<file path="src/rtl/fpu_operand_unpacker.sv">
// fpu_operand_unpacker: two-stage binary32 operand classifier/unpacker with valid/ready flow control.
// Rev 1.0
`default_nettype none

module fpu_operand_unpacker (
  input  logic        clk,
  input  logic        reset_n,
  input  logic        valid_in,
  output logic        ready_out,
  input  logic [4:0]  op_in,
  input  logic [2:0]  rm_in,
  input  logic [31:0] a_in,
  input  logic [31:0] b_in,
  input  logic [31:0] c_in,
  output logic        valid_out,
  input  logic        ready_in,
  output logic [4:0]  op_out,
  output logic [2:0]  rm_out,
  output logic        sgn_a,
  output logic [9:0]  exp_a,
  output logic [23:0] man_a,
  output logic        zero_a,
  output logic        inf_a,
  output logic        sNaN_a,
  output logic        qNaN_a,
  output logic        denormal_a,
  output logic        sgn_b,
  output logic [9:0]  exp_b,
  output logic [23:0] man_b,
  output logic        zero_b,
  output logic        inf_b,
  output logic        sNaN_b,
  output logic        qNaN_b,
  output logic        denormal_b,
  output logic        sgn_c,
  output logic [9:0]  exp_c,
  output logic [23:0] man_c,
  output logic        zero_c,
  output logic        inf_c,
  output logic        sNaN_c,
  output logic        qNaN_c,
  output logic        denormal_c
);

  localparam logic [9:0] c_exp_bias     = 10'd127;
  localparam logic [9:0] c_exp_special  = 10'd128;
  localparam logic [9:0] c_exp_den_base = 10'h382;  // -126 in 10-bit two's complement

  logic        r_s1_v;
  logic        r_s2_v;
  logic        w_s1_load;
  logic        w_s2_adv;
  logic [4:0]  r1_op;
  logic [2:0]  r1_rm;
  logic [4:0]  r2_op;
  logic [2:0]  r2_rm;

  logic [2:0][31:0] w_raw;
  logic [2:0]       w_sgn;
  logic [2:0][9:0]  w_exp;
  logic [2:0][23:0] w_man;
  logic [2:0]       w_zero;
  logic [2:0]       w_inf;
  logic [2:0]       w_snan;
  logic [2:0]       w_qnan;
  logic [2:0]       w_den;

  assign w_raw     = {c_in, b_in, a_in};
  assign ready_out = !r_s1_v || !r_s2_v || ready_in;
  assign w_s1_load = valid_in && ready_out;
  assign w_s2_adv  = r_s1_v && (!r_s2_v || ready_in);
  assign valid_out = r_s2_v;

  always_ff @(posedge clk or negedge reset_n) begin
    if (!reset_n) begin
      r_s1_v <= 1'b0;
      r_s2_v <= 1'b0;
    end else begin
      if (w_s1_load)     r_s1_v <= 1'b1;
      else if (w_s2_adv) r_s1_v <= 1'b0;
      if (w_s2_adv)      r_s2_v <= 1'b1;
      else if (ready_in) r_s2_v <= 1'b0;
    end
  end

  always_ff @(posedge clk or negedge reset_n) begin
    if (!reset_n) begin
      r1_op <= '0;
      r1_rm <= '0;
      r2_op <= '0;
      r2_rm <= '0;
    end else begin
      if (w_s1_load) begin
        r1_op <= op_in;
        r1_rm <= rm_in;
      end
      if (w_s2_adv) begin
        r2_op <= r1_op;
        r2_rm <= r1_rm;
      end
    end
  end

  generate
    for (genvar i = 0; i < 3; i++) begin : g_opnd
      logic [7:0]  w_e;
      logic [22:0] w_f;
      logic [4:0]  w_lz;
      logic        w_is_den;
      logic        r1_sgn, r1_zero, r1_inf, r1_snan, r1_qnan, r1_den;
      logic [7:0]  r1_e;
      logic [22:0] r1_f;
      logic [4:0]  r1_lz;
      logic [9:0]  w_exp_n;
      logic [23:0] w_man_n;
      logic        r2_sgn, r2_zero, r2_inf, r2_snan, r2_qnan, r2_den;
      logic [9:0]  r2_exp;
      logic [23:0] r2_man;

      assign w_e      = w_raw[i][30:23];
      assign w_f      = w_raw[i][22:0];
      assign w_is_den = (w_e == 8'd0) && (w_f != 23'd0);

      // Highest set bit wins: lz counts the zeros above it in {1'b0, F}.
      always_comb begin
        w_lz = '0;
        for (int k = 0; k < 23; k++) begin
          if (w_f[k]) w_lz = 5'(23 - k);
        end
      end

      always_ff @(posedge clk or negedge reset_n) begin
        if (!reset_n) begin
          r1_sgn  <= 1'b0;
          r1_e    <= '0;
          r1_f    <= '0;
          r1_lz   <= '0;
          r1_zero <= 1'b0;
          r1_inf  <= 1'b0;
          r1_snan <= 1'b0;
          r1_qnan <= 1'b0;
          r1_den  <= 1'b0;
        end else if (w_s1_load) begin
          r1_sgn  <= w_raw[i][31];
          r1_e    <= w_e;
          r1_f    <= w_f;
          r1_lz   <= w_is_den ? w_lz : 5'd0;
          r1_zero <= (w_e == 8'd0) && (w_f == 23'd0);
          r1_inf  <= (w_e == 8'hFF) && (w_f == 23'd0);
          r1_snan <= (w_e == 8'hFF) && (w_f != 23'd0) && !w_f[22];
          r1_qnan <= (w_e == 8'hFF) && w_f[22];
          r1_den  <= w_is_den;
        end
      end

      always_comb begin
        w_exp_n = '0;
        w_man_n = '0;
        if (r1_den) begin
          w_man_n = {1'b0, r1_f} << r1_lz;
          w_exp_n = c_exp_den_base - {5'd0, r1_lz};
        end else if (r1_zero) begin
          w_exp_n = '0;
          w_man_n = '0;
        end else if (r1_inf || r1_snan || r1_qnan) begin
          w_exp_n = c_exp_special;
          w_man_n = {1'b0, r1_f};
        end else begin
          w_exp_n = {2'b00, r1_e} - c_exp_bias;
          w_man_n = {1'b1, r1_f};
        end
      end

      always_ff @(posedge clk or negedge reset_n) begin
        if (!reset_n) begin
          r2_sgn  <= 1'b0;
          r2_exp  <= '0;
          r2_man  <= '0;
          r2_zero <= 1'b0;
          r2_inf  <= 1'b0;
          r2_snan <= 1'b0;
          r2_qnan <= 1'b0;
          r2_den  <= 1'b0;
        end else if (w_s2_adv) begin
          r2_sgn  <= r1_sgn;
          r2_exp  <= w_exp_n;
          r2_man  <= w_man_n;
          r2_zero <= r1_zero;
          r2_inf  <= r1_inf;
          r2_snan <= r1_snan;
          r2_qnan <= r1_qnan;
          r2_den  <= r1_den;
        end
      end

      assign w_sgn[i]  = r2_sgn;
      assign w_exp[i]  = r2_exp;
      assign w_man[i]  = r2_man;
      assign w_zero[i] = r2_zero;
      assign w_inf[i]  = r2_inf;
      assign w_snan[i] = r2_snan;
      assign w_qnan[i] = r2_qnan;
      assign w_den[i]  = r2_den;
    end
  endgenerate

  assign op_out     = r2_op;
  assign rm_out     = r2_rm;
  assign sgn_a      = w_sgn[0];
  assign exp_a      = w_exp[0];
  assign man_a      = w_man[0];
  assign zero_a     = w_zero[0];
  assign inf_a      = w_inf[0];
  assign sNaN_a     = w_snan[0];
  assign qNaN_a     = w_qnan[0];
  assign denormal_a = w_den[0];
  assign sgn_b      = w_sgn[1];
  assign exp_b      = w_exp[1];
  assign man_b      = w_man[1];
  assign zero_b     = w_zero[1];
  assign inf_b      = w_inf[1];
  assign sNaN_b     = w_snan[1];
  assign qNaN_b     = w_qnan[1];
  assign denormal_b = w_den[1];
  assign sgn_c      = w_sgn[2];
  assign exp_c      = w_exp[2];
  assign man_c      = w_man[2];
  assign zero_c     = w_zero[2];
  assign inf_c      = w_inf[2];
  assign sNaN_c     = w_snan[2];
  assign qNaN_c     = w_qnan[2];
  assign denormal_c = w_den[2];

endmodule

`default_nettype wire

</file>
<file path="config.mk">
export PLATFORM = sky130hd
export DESIGN_NAME = fpu_operand_unpacker
export DESIGN_NICKNAME = d
export VERILOG_FILES = /design/src/rtl/fpu_operand_unpacker.sv
export SDC_FILE = /design/constraint.sdc
export NUM_CORES = 1
export LEC_CHECK = 0
export ABC_CLOCK_PERIOD_IN_PS = 5450
export CAP_MARGIN = 15
export CORE_ASPECT_RATIO = 1.5
export CORE_MARGIN = 2
export CORE_UTILIZATION = 33
export CTS_CLUSTER_DIAMETER = 120
export DETAILED_ROUTE_END_ITERATION = 8
export PLACE_DENSITY = 0.61
export SYNTH_ARGS = -nofsm -noshare
export SYNTH_HDL_FRONTEND = slang
export SYNTH_SLANG_ARGS = --single-unit
export TNS_END_PERCENT = 10
</file>
<file path="constraint.sdc">
create_clock -name clk -period 5.45 [get_ports clk]
set_clock_uncertainty 0.1 [all_clocks]
set_input_delay 1.635 -clock clk [delete_from_list [all_inputs] [get_ports clk]]
set_output_delay 1.635 -clock clk [all_outputs]
set_load 0.005 [all_outputs]
</file>
* Yosys cells after proc, flatten, opt, wreduce, memory -nomap -nowiden
Cells that the tools add are included.
Storage, ports and cells: register bits after elaboration 264, bits of input ports 108
Operators by class: add/sub/neg operators 6, eq/ne operators 3, shift operators 3, mux-type cells 94, reductions and logical operators 45
Operator list (count):
- 5-bit 2-to-1 mux | 72
- 24-bit 2-to-1 mux | 9
- 10-bit 2-to-1 mux | 9
- 23-bit by 5-bit left shift with 24-bit output | 3
- 23-bit zero test | 3
- 23-bit nonzero test | 3
- 8-bit by 6-bit subtractor with 9-bit output (first input constant) | 3
- 8-bit by 7-bit subtractor with 9-bit output (second input constant) | 3
- 8-bit equality test (second input constant) | 3
- 8-bit zero test | 3
- 1-bit logical AND | 20
- 1-bit logical OR | 9
- 1-bit zero test | 5
- 1-bit 2-to-1 mux | 4
- 2-bit nonzero test | 2

* Depth between registers and ports, before layout
Gate-level depths: netlist of the first run.
depth in word-level cells 24, gate-level depth with buffers 8, mapped depth without buffers 6

* Worst setup path before layout of the first run
OpenSTA, ideal clock, no wires.
kind input to output, start input ready_in, end output ready_out, arrival 1.840 ns, slack 1.875 ns, stages 1, cells stage by stage nand3b_1
Between the ends: longest elaborated chain between the ends 1
RTL lines:
- start, declared | RTL line 16 | input logic ready_in,
- 1-bit logical OR | RTL line 69 | assign ready_out = !r_s1_v || !r_s2_v || ready_in;
- end, declared | RTL line 9 | output logic ready_out,
Every way passes these cells.

* Worst setup path in the final report of the first run
Same ends and word-level chain as after synthesis.

==> impl_table.tex, run 1 <==
\begin{tabular}{lr}
\hline
Metric & Value \\
\hline
\multicolumn{2}{l}{\textbf{Die}} \\
Initial core utilization & 33.42\% \\
Die width & 179.6 µm \\
Area inside the core boundary & between 40,000 and 50,000 µm² \\
Die Ht & 267.3 µm \\
DIE AREA & 48,000 µm² \\
Number of ports placed on the die boundary & 238 \\
Floorplan row count & 96 \\
\multicolumn{2}{l}{\textbf{Clock network}} \\
Clock tree from TritonCTS & done \\
Number of hold-repair buffers added at the cts stage & 0 \\
CTS clock-pin slew for the worst setup and hold paths & 0.06 ns \\
Count of cells resized by post-cts repair & 0 \\
Root buf cell & sky130\_fd\_sc\_hd\_\_clkbuf\_16 \\
Clock buffers created by TritonCTS & 27 \\
Post-CTS Setup Inserts & 0 \\
Clk Latency, worst-skew pair & around 0.56 ns \\
CTS sink count & about 260 \\
Maximum buffer depth of the clock tree & 3 \\
Maximum level of the CTS H-tree & 1 \\
\multicolumn{2}{l}{\textbf{Logic synthesis}} \\
Post-synthesis sequential area ratio & 42.81\% \\
Most repeated cell in the gate-level netlist after synthesis & sky130\_fd\_sc\_hd\_\_dfrtp\_1 \\
Leading post-synthesis cells by cell area & sky130\_fd\_sc\_hd\_\_dfrtp\_1 (43\%), sky130\_fd\_sc\_hd\_\_mux2\_2 (8.7\%), sky130\_fd\_sc\_hd\_\_nand2\_1 (6.4\%) \\
Synth area leader & sky130\_fd\_sc\_hd\_\_dfrtp\_1 \\
Synthesis warning total & 0 \\
Synth Instances & approximately 1,600 \\
Async set or reset register ratio after synthesis & 100.0\% \\
Share of the synthesized area in the top cell type & between 40\% and 50\% \\
Nets in the synthesized netlist & about 1,700 \\
Most frequent cells after synthesis & sky130\_fd\_sc\_hd\_\_dfrtp\_1 (261), sky130\_fd\_sc\_hd\_\_nand2\_1 (259), sky130\_fd\_sc\_hd\_\_nor2\_1 (186) \\
Syn Area/Cell & between 9 and 10 µm² \\
Number of library cell types mapped by synthesis & 70 \\
Mapped cell area & 15,260 µm² \\
Top\_reg\_cell synth & sky130\_fd\_sc\_hd\_\_dfrtp\_1 \\
\#FFs+latches synth & 261 \\
Number of synthesized flops with an enable pin & 0 \\
\multicolumn{2}{l}{\textbf{Route}} \\
Routed wire length & 53.89 mm \\
Post-route antenna net violation count & 0 \\
DRC errors left & 0 \\
Detailed-route vias per instance & 5.704 \\
Average detailed-routed wire length per instance & 22.40 µm \\
Total via count in the routed design & 13,720 \\
DR pass1 iterations & 5 \\
Detailed Route Iter0 Violations & approximately 1,000 \\
\multicolumn{2}{l}{\textbf{Global route}} \\
GR Layer Usage met3 & under 10\% \\
Antenna violations before repair & 0 \\
First-pass GRT wire length & 82.41 mm \\
Maximum number of pins on one net before global-route repair & around 120 \\
Grt ovf & 0 \\
GRT Max-Usage Layer & met2 \\
Via count of the first global-routing pass & 13,650 \\
Global Route met2 Usage & 38.74\% \\
Met1 track demand over resource in global routing & between 20 and 30\% \\
Tot GR Track Use & between 20\% and 30\% \\
\multicolumn{2}{l}{\textbf{Placement}} \\
RePlAce Congestion & just over 0.9 \\
Pre-CTS setup slack & about 0.6 ns \\
Post-DP HPWL & about 40 mm \\
Port Buf Inserts & 237 \\
\multicolumn{2}{l}{\textbf{Critical path}} \\
Endpoint class of the critical path & output port \\
Classification of the worst setup path & in -> out \\
Sort of element at the start of the critical path & input port \\
Maximum fanout encountered on the critical timing path & 5 \\
Worst EP arrival & 3.09 ns \\
Worst Path Required & 3.72 ns \\
\multicolumn{2}{l}{\textbf{STA}} \\
Setup TNS after final layout & 0 ns \\
Count of final hold-check violations & 0 \\
Period minus WS final & 4.823 ns \\
Highest achievable clock rate & 0.2074 GHz \\
Max-slew violation total from the final report & 0 \\
Slew Limit Headroom & 25.12\% \\
Final setup slack of the worst path & 0.6274 ns \\
Fin crit share & 88.49\% \\
Total setup violations reported at the end of the flow & 0 \\
Slew of the pin with the lowest slew margin & 1.122 ns \\
Setup repair after global routing missed its margin & false \\
\multicolumn{2}{l}{\textbf{Finish}} \\
Final net count & 1,912 \\
Proportion of layout cells with a drive suffix above 1 & 13.37\% \\
Diode insertion count for antenna repair & 0 \\
Area growth from synthesis to layout & 25.00\% \\
Total of fill cells in the finished design & between 4,000 and 5,000 \\
\multicolumn{2}{l}{\textbf{Power}} \\
Internal power of the cells & 4173 µW \\
Share of total power in the clock network & between 30\% and 40\% \\
Power share of the combinational group & 23.9\% \\
Psw & about 1800 µW \\
Sequential cell fraction of total power & 42.8\% \\
Share of total power consumed by net switching & 30.34\% \\
Maximum resistive drop on vdd & 0.2347 mV \\
Leakage power & 0.007720 µW \\
Power per standard cell area & 314.1 nW/µm² \\
\multicolumn{2}{l}{\textbf{Outcome}} \\
Run status & complete, no violations \\
\multicolumn{2}{l}{\textbf{Worst hold path}} \\
Classification of the worst-slack hold path & reg -> reg \\
\multicolumn{2}{l}{\textbf{Job}} \\
Count of maximum capacitance violations & 0 \\
\hline
\end{tabular}
[worst paths after layout]
check | start | cells after the start | end | slack [ns]
max | ready_in | 3 | ready_out | 0.63
min | g_opnd[0].r1_sgn | 2 | sgn_a | 0.37
max reg2reg | g_opnd[2].r1_lz[0] | 6 | man_c[21] | 2.36
min reg2reg | g_opnd[0].r1_sgn | 2 | sgn_a | 0.37
max in group asynchronous | reset_n | 2 | g_opnd[1].r1_f[1] | 3.25
min in group asynchronous | reset_n | 1 | g_opnd[0].r1_f[4] | 0.88
[power by group through the flow]
stage               clock network [µW]  logic, µW  registers, µW
floorplan                            0        685           2470
CTS                               2040       1440           2560
finish                            1990       1430           2560
global route                      2110       1560           2600
detailed placement                   0       1440           2600
global placement                     0       1420           2590
[area by class of cell]
| class | count | area [µm²] | share of cell area [%] |
|---|---|---|---|
| multi-input combinational | 1213 | 8149 | 42.73 |
| clock inverter | 12 | 168.9 | 0.8858 |
| inverter | 31 | 116.4 | 0.6102 |
| sequential | 261 | 6531 | 34.25 |
| tap | 588 | 735.7 | 3.858 |
| timing repair buffer | 264 | 2605 | 13.66 |
| clock buffer | 37 | 763.2 | 4.002 |
[layout by cell type, fill, tap and decap left out, types with 7 or more instances in the layout]
cell and count:
sky130_fd_sc_hd__o211ai_1 13, sky130_fd_sc_hd__xor2_1 11, sky130_fd_sc_hd__o221ai_1 14, sky130_fd_sc_hd__nand2_1 257
sky130_fd_sc_hd__mux2i_1 67, sky130_fd_sc_hd__dfrtp_1 261, sky130_fd_sc_hd__mux4_2 30, sky130_fd_sc_hd__a32o_1 7
sky130_fd_sc_hd__clkdlybuf4s50_1 236, sky130_fd_sc_hd__nor2_1 184, sky130_fd_sc_hd__xnor2_1 14, sky130_fd_sc_hd__a211oi_1 13
sky130_fd_sc_hd__a22o_1 16, sky130_fd_sc_hd__o31ai_1 9, sky130_fd_sc_hd__or3_1 8, sky130_fd_sc_hd__clkbuf_16 27
sky130_fd_sc_hd__a21oi_1 66, sky130_fd_sc_hd__o22ai_1 24, sky130_fd_sc_hd__and3_1 8, sky130_fd_sc_hd__mux2_2 118
sky130_fd_sc_hd__a221oi_1 41, sky130_fd_sc_hd__nor3_1 34, sky130_fd_sc_hd__inv_1 30, sky130_fd_sc_hd__nand3_1 25
sky130_fd_sc_hd__nand2b_1 11, sky130_fd_sc_hd__buf_4 25, sky130_fd_sc_hd__nor4_1 18, sky130_fd_sc_hd__nor2b_1 13
sky130_fd_sc_hd__or4_1 9, sky130_fd_sc_hd__nand4_1 11, sky130_fd_sc_hd__or2_2 8, sky130_fd_sc_hd__a31oi_1 15
sky130_fd_sc_hd__and2_1 9, sky130_fd_sc_hd__o21ai_0 68
[registers in the layout, summed over array words and instances (netlist names), 15 cells and up]
name,count
g_opnd.r1_f,69
g_opnd.r1_e,24
man_a,24
man_b,24
man_c,24
g_opnd.r1_lz,15
[worst max-delay path: stages]
cell,delay [ns]
sky130_fd_sc_hd__clkdlybuf4s50_1,0.55
sky130_fd_sc_hd__nand3b_1,0.29
sky130_fd_sc_hd__clkdlybuf4s50_1,0.60
[stage by stage]
| step | utilization (%) | power [µW] | cell area (µm²) | hold WS [ns] | instances |
|---|---|---|---|---|---|
| after detailed placement | 39.74 | 4034 | 18140 | 0.3570 | 2357 |
| after global placement | 39.74 | 4012 | 18140 | 0.3476 | 2357 |
| after CTS | 41.78 | 6050 | 19070 | 0.3727 | 2406 |
| final | 41.78 | 5991 | 19070 | 0.3677 | 2406 |
| after floorplan | - | 3151 | 15260 | 0.3386 | 1615 |
| after global routing | 41.78 | 6272 | 19070 | 0.3873 | 2406 |
[logic make-up (layout without fill, tap and decap cells)]
logic type / after synthesis / count (layout) / share of synthesized area [%]
multiplexers: 215 / 215 / 17.53
buffers and inverters: 141 / 344 / 3.904
AND/OR/NAND/NOR: 616 / 616 / 17.90
adder cells (fa/ha/maj): 6 / 6 / 0.4921
AO/OA/AOI/OAI: 351 / 351 / 15.92
flip-flops: 261 / 261 / 42.81
XOR/XNOR: 25 / 25 / 1.435
[routing by layer]
layer | vias up | routed length, µm
met4 | 0 | 3148
met1 | 6790 | 20680
met3 | 138 | 2740
met5 | - | 0
met2 | 524 | 27330
li1 | 6271 | -
Note: power is estimated with default switching activity, not from simulation.
==> inputs of run 2 (changes only) <==
--- a/config.mk
+++ b/config.mk
@@ -11,6 +11,7 @@
 export CORE_MARGIN = 2
 export CORE_UTILIZATION = 33
 export CTS_CLUSTER_DIAMETER = 120
+export CTS_CLUSTER_SIZE = 20
 export DETAILED_ROUTE_END_ITERATION = 8
 export PLACE_DENSITY = 0.61
 export SYNTH_ARGS = -nofsm -noshare
==> run 2 against run 1 <==
Against the previous run:
- utilization down 1.1 points
- setup slack worse by 0.019 ns
- final cell count down 1.2%
- fmax down 0.38%
- sequential power about the same
- sequential cell count unchanged
- combinational power about the same
- sequential share of layout area up 0.89 points
- hold slack better by 0.0035 ns
- clock power down 36%
- register-to-register slack worse by 0.02 ns
- total power down 12%
- critical endpoint unchanged
- largest cell class unchanged
- highest routed layer unchanged
==> impl_table.tex, run 2 (same netlist as run 1, synthesis figures left out) <==
\begin{tabular}{lr}
\hline
Metric & Value \\
\hline
\multicolumn{2}{l}{\textbf{Global route}} \\
Tot GR Track Use & 21.67\% (-0.10 points) \\
First-pass GRT wire length & 81.86 mm (-0.66\%) \\
Grt ovf & 0 (unchanged) \\
Via count of the first global-routing pass & 13,560 (-0.67\%) \\
Maximum number of pins on one net before global-route repair & 121 (unchanged) \\
Antenna violations before repair & 0 (unchanged) \\
\multicolumn{2}{l}{\textbf{Finish}} \\
Final non-filler cell area & 18,590 µm² (-2.5\%) \\
Max FFs per register & 69 (unchanged) \\
Post-Layout Cell Count & 2,376 (-1.2\%) \\
Leading cell type in the layout, fill and taps excluded & sky130\_fd\_sc\_hd\_\_dfrtp\_1 \\
Diode insertion count for antenna repair & 0 (unchanged) \\
Most flops, register & g\_opnd.r1\_f \\
Most frequent cells in the layout & sky130\_fd\_sc\_hd\_\_dfrtp\_1 (261), sky130\_fd\_sc\_hd\_\_nand2\_1 (257), sky130\_fd\_sc\_hd\_\_clkdlybuf4s50\_1 (236) \\
Proportion of layout cells with a drive suffix above 1 & 12.19\% (-1.2 points) \\
Final net count & 1,902 (-0.52\%) \\
Area growth from synthesis to layout & 21.84\% \\
\multicolumn{2}{l}{\textbf{Critical path}} \\
Endpoint class of the critical path & output port \\
Worst Path Required & 3.72 ns (about the same) \\
R2r endpoint & man\_c[21] \\
Worst r2r src & g\_opnd[2].r1\_lz[0] \\
Maximum fanout encountered on the critical timing path & 5 (unchanged) \\
Sort of element at the start of the critical path & input port \\
Classification of the worst setup path & in -> out \\
Register-to-register setup slack & 2.34 ns (-0.02 ns) \\
Worst setup path startpoint & ready\_in \\
Termination of the worst setup path & ready\_out \\
Path depth of the worst reg2reg path & 6 (unchanged) \\
Worst EP arrival & 3.11 ns (+0.02 ns) \\
\multicolumn{2}{l}{\textbf{Placement}} \\
Standard cell area after detailed placement & 18,140 µm² (unchanged) \\
Placed Cells & 2,357 (unchanged) \\
RePlAce Congestion & 0.9145 (unchanged) \\
Port Buf Inserts & 237 (unchanged) \\
Post-DP HPWL & 39.82 mm (unchanged) \\
\multicolumn{2}{l}{\textbf{Clock network}} \\
Clock buffers created by TritonCTS & 17 (-37\%) \\
CTS clock-pin slew for the worst setup and hold paths & 0.07 ns (about the same) \\
Clock tree from TritonCTS & done \\
Post-CTS Setup Inserts & 0 (unchanged) \\
Clk Latency, worst-skew pair & 0.52 ns (-0.04 ns) \\
Number of hold-repair buffers added at the cts stage & 0 (unchanged) \\
Root buf cell & sky130\_fd\_sc\_hd\_\_clkbuf\_16 \\
CTS sink count & 261 (unchanged) \\
Maximum level of the CTS H-tree & 1 (unchanged) \\
Maximum buffer depth of the clock tree & 3 (unchanged) \\
Count of cells resized by post-cts repair & 0 (unchanged) \\
\multicolumn{2}{l}{\textbf{Die}} \\
DIE AREA & 48,000 µm² (unchanged) \\
Area inside the core boundary & 45,640 µm² (unchanged) \\
Die Ht & 267.3 µm (unchanged) \\
Floorplan row count & 96 (unchanged) \\
Initial core utilization & 33.42\% (unchanged) \\
Number of ports placed on the die boundary & 238 (unchanged) \\
Die width & 179.6 µm (unchanged) \\
\multicolumn{2}{l}{\textbf{Power}} \\
Power per standard cell area & 283.1 nW/µm² (-9.9\%) \\
Psw & 1693 µW (-6.9\%) \\
Sequential cell fraction of total power & 48.7\% (+5.9 points) \\
Leakage power & 0.007485 µW (-3.0\%) \\
Share of total power consumed by net switching & 32.16\% (+1.8 points) \\
Internal power of the cells & 3571 µW (-14\%) \\
Power share of the combinational group & 27.3\% (+3.4 points) \\
Share of total power in the clock network & 24.1\% (-9.1 points) \\
Maximum resistive drop on vdd & 0.2183 mV (-7.0\%) \\
\multicolumn{2}{l}{\textbf{Route}} \\
Routed wire length & 53.66 mm (-0.43\%) \\
DR pass1 iterations & 6 (+1) \\
Detailed-route vias per instance & 5.707 (about the same) \\
Average detailed-routed wire length per instance & 22.58 µm (+0.82\%) \\
Post-route antenna net violation count & 0 (unchanged) \\
Detailed Route Iter0 Violations & 1,031 (+0.29\%) \\
DRC errors left & 0 (unchanged) \\
Total via count in the routed design & 13,560 (-1.2\%) \\
\multicolumn{2}{l}{\textbf{STA}} \\
Highest achievable clock rate & 0.2066 GHz (-0.38\%) \\
Count of final hold-check violations & 0 (unchanged) \\
Period minus WS final & 4.841 ns (+0.01855 ns) \\
Total setup violations reported at the end of the flow & 0 (unchanged) \\
Slew of the pin with the lowest slew margin & 1.102 ns (-0.01978 ns) \\
Worst hold-check slack & 0.3712 ns (+0.003510 ns) \\
Setup TNS after final layout & 0 ns (unchanged) \\
Slew Limit Headroom & 26.44\% (+1.3 points) \\
Fin crit share & 88.83\% (+0.34 points) \\
Max-slew violation total from the final report & 0 (unchanged) \\
Setup repair after global routing missed its margin & false \\
\multicolumn{2}{l}{\textbf{Job}} \\
Count of maximum capacitance violations & 0 (unchanged) \\
\multicolumn{2}{l}{\textbf{Worst hold path}} \\
Classification of the worst-slack hold path & reg -> reg \\
Start point of the worst hold path & g\_opnd[0].r1\_sgn \\
\multicolumn{2}{l}{\textbf{Outcome}} \\
Run status & complete, no violations \\
\hline
\end{tabular}
run 2: power groups by stage:
| stage | clock network (µW) | registers [µW] | logic (µW) |
|---|---|---|---|
| floorplan | 0 | 2470 | 685 |
| global placement | 0 | 2590 | 1420 |
| detailed placement | 0 | 2600 | 1440 |
| CTS | 1320 | 2560 | 1440 |
| global route | 1370 | 2600 | 1560 |
| finish | 1270 | 2560 | 1440 |
run 2: routing by layer:
layer	share of wire [%]	GRT usage [%]	wire (µm)
met1	39	25.54	20980
met2	51	38.72	27390
met3	4.5	2.407	2405
met4	5.4	11.49	2886
met5	0	0	0
run 2: how the worst min path moves through the flow:
stage | to | slack, ns | depth (start not counted)
after floorplan | op_out[0] | 0.34 | 2
after global placement | rm_out[0] | 0.35 | 2
after detailed placement | sgn_a | 0.36 | 2
after CTS | sgn_c | 0.37 | 2
after global routing | op_out[0] | 0.39 | 2
final | sgn_a | 0.37 | 2
run 2: area by class of cell:
class,instances,area [µm²]
Timing Repair Buffer,264,2605
Multi-Input combinational cell,1213,8149
Sequential cell,261,6531
Clock buffer,17,425.4
Fill cell,4492,27060
Inverter,31,116.4
Tap cell,588,735.7
Clock inverter,2,25.02
run 2: critical path, stage by stage:
cell,delay [ns]
sky130_fd_sc_hd__clkdlybuf4s50_1,0.57
sky130_fd_sc_hd__nand3b_1,0.29
sky130_fd_sc_hd__clkdlybuf4s50_1,0.60
run 2: stage by stage:
step	setup WS (ns)	power (µW)	util (%)
after floorplan	1.875	3151	-
after global placement	0.5964	4012	39.74
after detailed placement	0.5974	4034	39.74
after CTS	0.5828	5323	40.72
after global routing	0.5774	5532	40.72
final	0.6088	5263	40.72
==> inputs of run 3 (changes only) <==
--- a/config.mk
+++ b/config.mk
@@ -5,9 +5,8 @@
 export SDC_FILE = /design/constraint.sdc
 export NUM_CORES = 1
 export LEC_CHECK = 0
-export ABC_CLOCK_PERIOD_IN_PS = 5450
+export ABC_CLOCK_PERIOD_IN_PS = 6100
 export CAP_MARGIN = 15
-export CORE_ASPECT_RATIO = 1.5
 export CORE_MARGIN = 2
 export CORE_UTILIZATION = 33
 export CTS_CLUSTER_DIAMETER = 120
==> constraint.sdc (replaced) <==
create_clock -name clk -period 6.1 [get_ports clk]
set_clock_uncertainty 0.1 [all_clocks]
set_input_delay 1.83 -clock clk [delete_from_list [all_inputs] [get_ports clk]]
set_output_delay 1.83 -clock clk [all_outputs]
set_load 0.005 [all_outputs]
==> run 3 against run 2 <==
Against the previous run:
- hold slack better by 0.0032 ns
- total power down 11%
- routed wire length decreased by 4.8%
- first-iteration DRC count is 19% higher
==> impl_table.tex, run 3 (same netlist as run 1, synthesis figures left out) <==
\begin{tabular}{lr}
\hline
Metric & Value \\
\hline
\multicolumn{2}{l}{\textbf{Die}} \\
Area inside the core boundary & 45,480 µm² (-0.36\%) \\
Initial core utilization & 33.55\% (+0.12 points) \\
Die width & 219.0 µm (+22\%) \\
Floorplan row count & 78 (-19\%) \\
DIE AREA & 47,970 µm² (about the same) \\
Die Ht & 219.0 µm (-18\%) \\
Number of ports placed on the die boundary & 238 (unchanged) \\
\multicolumn{2}{l}{\textbf{STA}} \\
Slew of the pin with the lowest slew margin & 1.041 ns (-0.06146 ns) \\
Final setup slack of the worst path & 1.118 ns (+0.5093 ns) \\
Highest achievable clock rate & 0.2007 GHz \\
Count of final hold-check violations & 0 (unchanged) \\
Total setup violations reported at the end of the flow & 0 (unchanged) \\
Setup repair after global routing missed its margin & false \\
Max-slew violation total from the final report & 0 (unchanged) \\
Setup TNS after final layout & 0 ns (unchanged) \\
Fin crit share & $\sim$80\% \\
Period minus WS final & roughly 5 ns \\
Slew Limit Headroom & 30.62\% (+4.2 points) \\
Worst hold-check slack & 0.3745 ns (+0.003244 ns) \\
\multicolumn{2}{l}{\textbf{Clock network}} \\
Post-CTS Setup Inserts & 0 (unchanged) \\
Count of cells resized by post-cts repair & 0 (unchanged) \\
Root buf cell & sky130\_fd\_sc\_hd\_\_clkbuf\_16 \\
Maximum level of the CTS H-tree & 1 (unchanged) \\
Number of hold-repair buffers added at the cts stage & 0 (unchanged) \\
Clock buffers created by TritonCTS & 17 (unchanged) \\
CTS sink count & 261 (unchanged) \\
CTS clock-pin slew for the worst setup and hold paths & 0.08 ns (about the same) \\
Clock tree from TritonCTS & done \\
Maximum buffer depth of the clock tree & 3 (unchanged) \\
Clk Latency, worst-skew pair & 0.54 ns (+0.02 ns) \\
\multicolumn{2}{l}{\textbf{Critical path}} \\
Worst setup path startpoint & ready\_in \\
Worst Path Required & 4.17 ns (+0.45 ns) \\
Termination of the worst setup path & ready\_out \\
Classification of the worst setup path & in -> out \\
Worst EP arrival & 3.05 ns (-0.06 ns) \\
Endpoint class of the critical path & output port \\
Maximum fanout encountered on the critical timing path & 5 (unchanged) \\
Sort of element at the start of the critical path & input port \\
R2r endpoint & man\_b[22] \\
Worst r2r src & g\_opnd[1].r1\_lz[0] \\
Path depth of the worst reg2reg path & 5 (-1) \\
Register-to-register setup slack & 3.10 ns (+0.76 ns) \\
\multicolumn{2}{l}{\textbf{Global route}} \\
First-pass GRT wire length & 79.36 mm (-3.1\%) \\
Tot GR Track Use & 21.09\% (-0.59 points) \\
Grt ovf & 0 (unchanged) \\
Maximum number of pins on one net before global-route repair & 122 (+0.83\%) \\
Via count of the first global-routing pass & 13,420 (-1.0\%) \\
Antenna violations before repair & 1 (+1) \\
\multicolumn{2}{l}{\textbf{Route}} \\
Detailed-route vias per instance & 5.652 (-0.97\%) \\
Post-route antenna net violation count & 0 (unchanged) \\
DR pass1 iterations & 5 (-1) \\
DRC errors left & 0 (unchanged) \\
Routed wire length & 51.08 mm (-4.8\%) \\
Total via count in the routed design & 13,480 (-0.60\%) \\
Detailed Route Iter0 Violations & 1,230 (+19\%) \\
Average detailed-routed wire length per instance & 21.42 µm (-5.2\%) \\
\multicolumn{2}{l}{\textbf{Finish}} \\
Diode insertion count for antenna repair & 0 (unchanged) \\
Proportion of layout cells with a drive suffix above 1 & 11.88\% (-0.32 points) \\
Most flops, register & g\_opnd.r1\_f \\
Leading cell type in the layout, fill and taps excluded & sky130\_fd\_sc\_hd\_\_dfrtp\_1 \\
Most frequent cells in the layout & sky130\_fd\_sc\_hd\_\_dfrtp\_1 (261), sky130\_fd\_sc\_hd\_\_nand2\_1 (257), sky130\_fd\_sc\_hd\_\_clkdlybuf4s50\_1 (236) \\
Final net count & 1,898 (-0.21\%) \\
Max FFs per register & 69 (unchanged) \\
Final non-filler cell area & 18,560 µm² (-0.13\%) \\
Area growth from synthesis to layout & 21.68\% \\
\multicolumn{2}{l}{\textbf{Power}} \\
Leakage power & 0.007460 µW (-0.34\%) \\
Psw & 1502 µW (-11\%) \\
Power per standard cell area & 252.9 nW/µm² (-11\%) \\
Internal power of the cells & 3192 µW (-11\%) \\
Overall power after layout & 4694 µW (-11\%) \\
Share of total power in the clock network & 24.4\% (+0.3 points) \\
Sequential cell fraction of total power & 48.6\% (about the same) \\
Share of total power consumed by net switching & 31.99\% (-0.17 points) \\
Power share of the combinational group & 27.0\% (-0.3 points) \\
Maximum resistive drop on vdd & 0.1739 mV (-20\%) \\
\multicolumn{2}{l}{\textbf{Placement}} \\
Pre-CTS setup slack & 1.121 ns (+0.5239 ns) \\
Post-DP HPWL & 37.71 mm (-5.3\%) \\
Port Buf Inserts & 237 (unchanged) \\
RePlAce Congestion & 0.9288 (+1.6\%) \\
Standard cell area after detailed placement & 18,100 µm² (-0.18\%) \\
\multicolumn{2}{l}{\textbf{Worst hold path}} \\
Classification of the worst-slack hold path & reg -> reg \\
Hold-critical path depth & 2 (unchanged) \\
Start point of the worst hold path & g\_opnd[2].r1\_sgn \\
\multicolumn{2}{l}{\textbf{Outcome}} \\
Run status & complete, no violations \\
\multicolumn{2}{l}{\textbf{Job}} \\
Count of maximum capacitance violations & 0 (unchanged) \\
\hline
\end{tabular}
run 3: worst min path at each step:
stage / endpoint / slack (ns)
finish: sgn_c / 0.37
global route: op_out[3] / 0.40
CTS: sgn_c / 0.38
detailed placement: sgn_c / 0.36
global placement: op_out[2] / 0.35
floorplan: op_out[0] / 0.34
run 3: power by group through the flow:
stage | sequential [µW] | clock [µW] | combinational (µW)
after floorplan | 2200 | 0 | 612
after global placement | 2310 | 0 | 1260
after detailed placement | 2310 | 0 | 1270
after CTS | 2280 | 1180 | 1280
after global routing | 2320 | 1240 | 1390
final | 2280 | 1140 | 1270
run 3: layout make-up:
cell class                 instances  area, µm²
fill                            4589      26920
multi-input combinational       1213       8144
sequential                       261       6531
timing repair buffer             260       2562
tap                              600      750.7
clock buffer                      18      429.2
inverter                          31      116.4
clock inverter                     2      28.78
run 3: through the flow:
stage                     utilization [%]  cells
after floorplan                         -   1615
after global placement              39.81   2365
after detailed placement            39.81   2365
after CTS                           40.82   2385
after global routing                40.82   2385
final                               40.82   2385
run 3: metal layers:
layer / global-route usage [%] / up-vias / wire length [µm]
met1: 29.43 / 6619 / 22750
li1: - / 6219 / -
met5: 0 / - / 13
met3: 3.922 / 94 / 3737
met4: 7.252 / 2 / 1712
met2: 32.80 / 546 / 22870
run 3: worst max-delay path, cell delays in order:
cell and delay (ns):
sky130_fd_sc_hd__clkdlybuf4s50_1 0.46, sky130_fd_sc_hd__nand3b_1 0.21, sky130_fd_sc_hd__clkdlybuf4s50_1 0.55
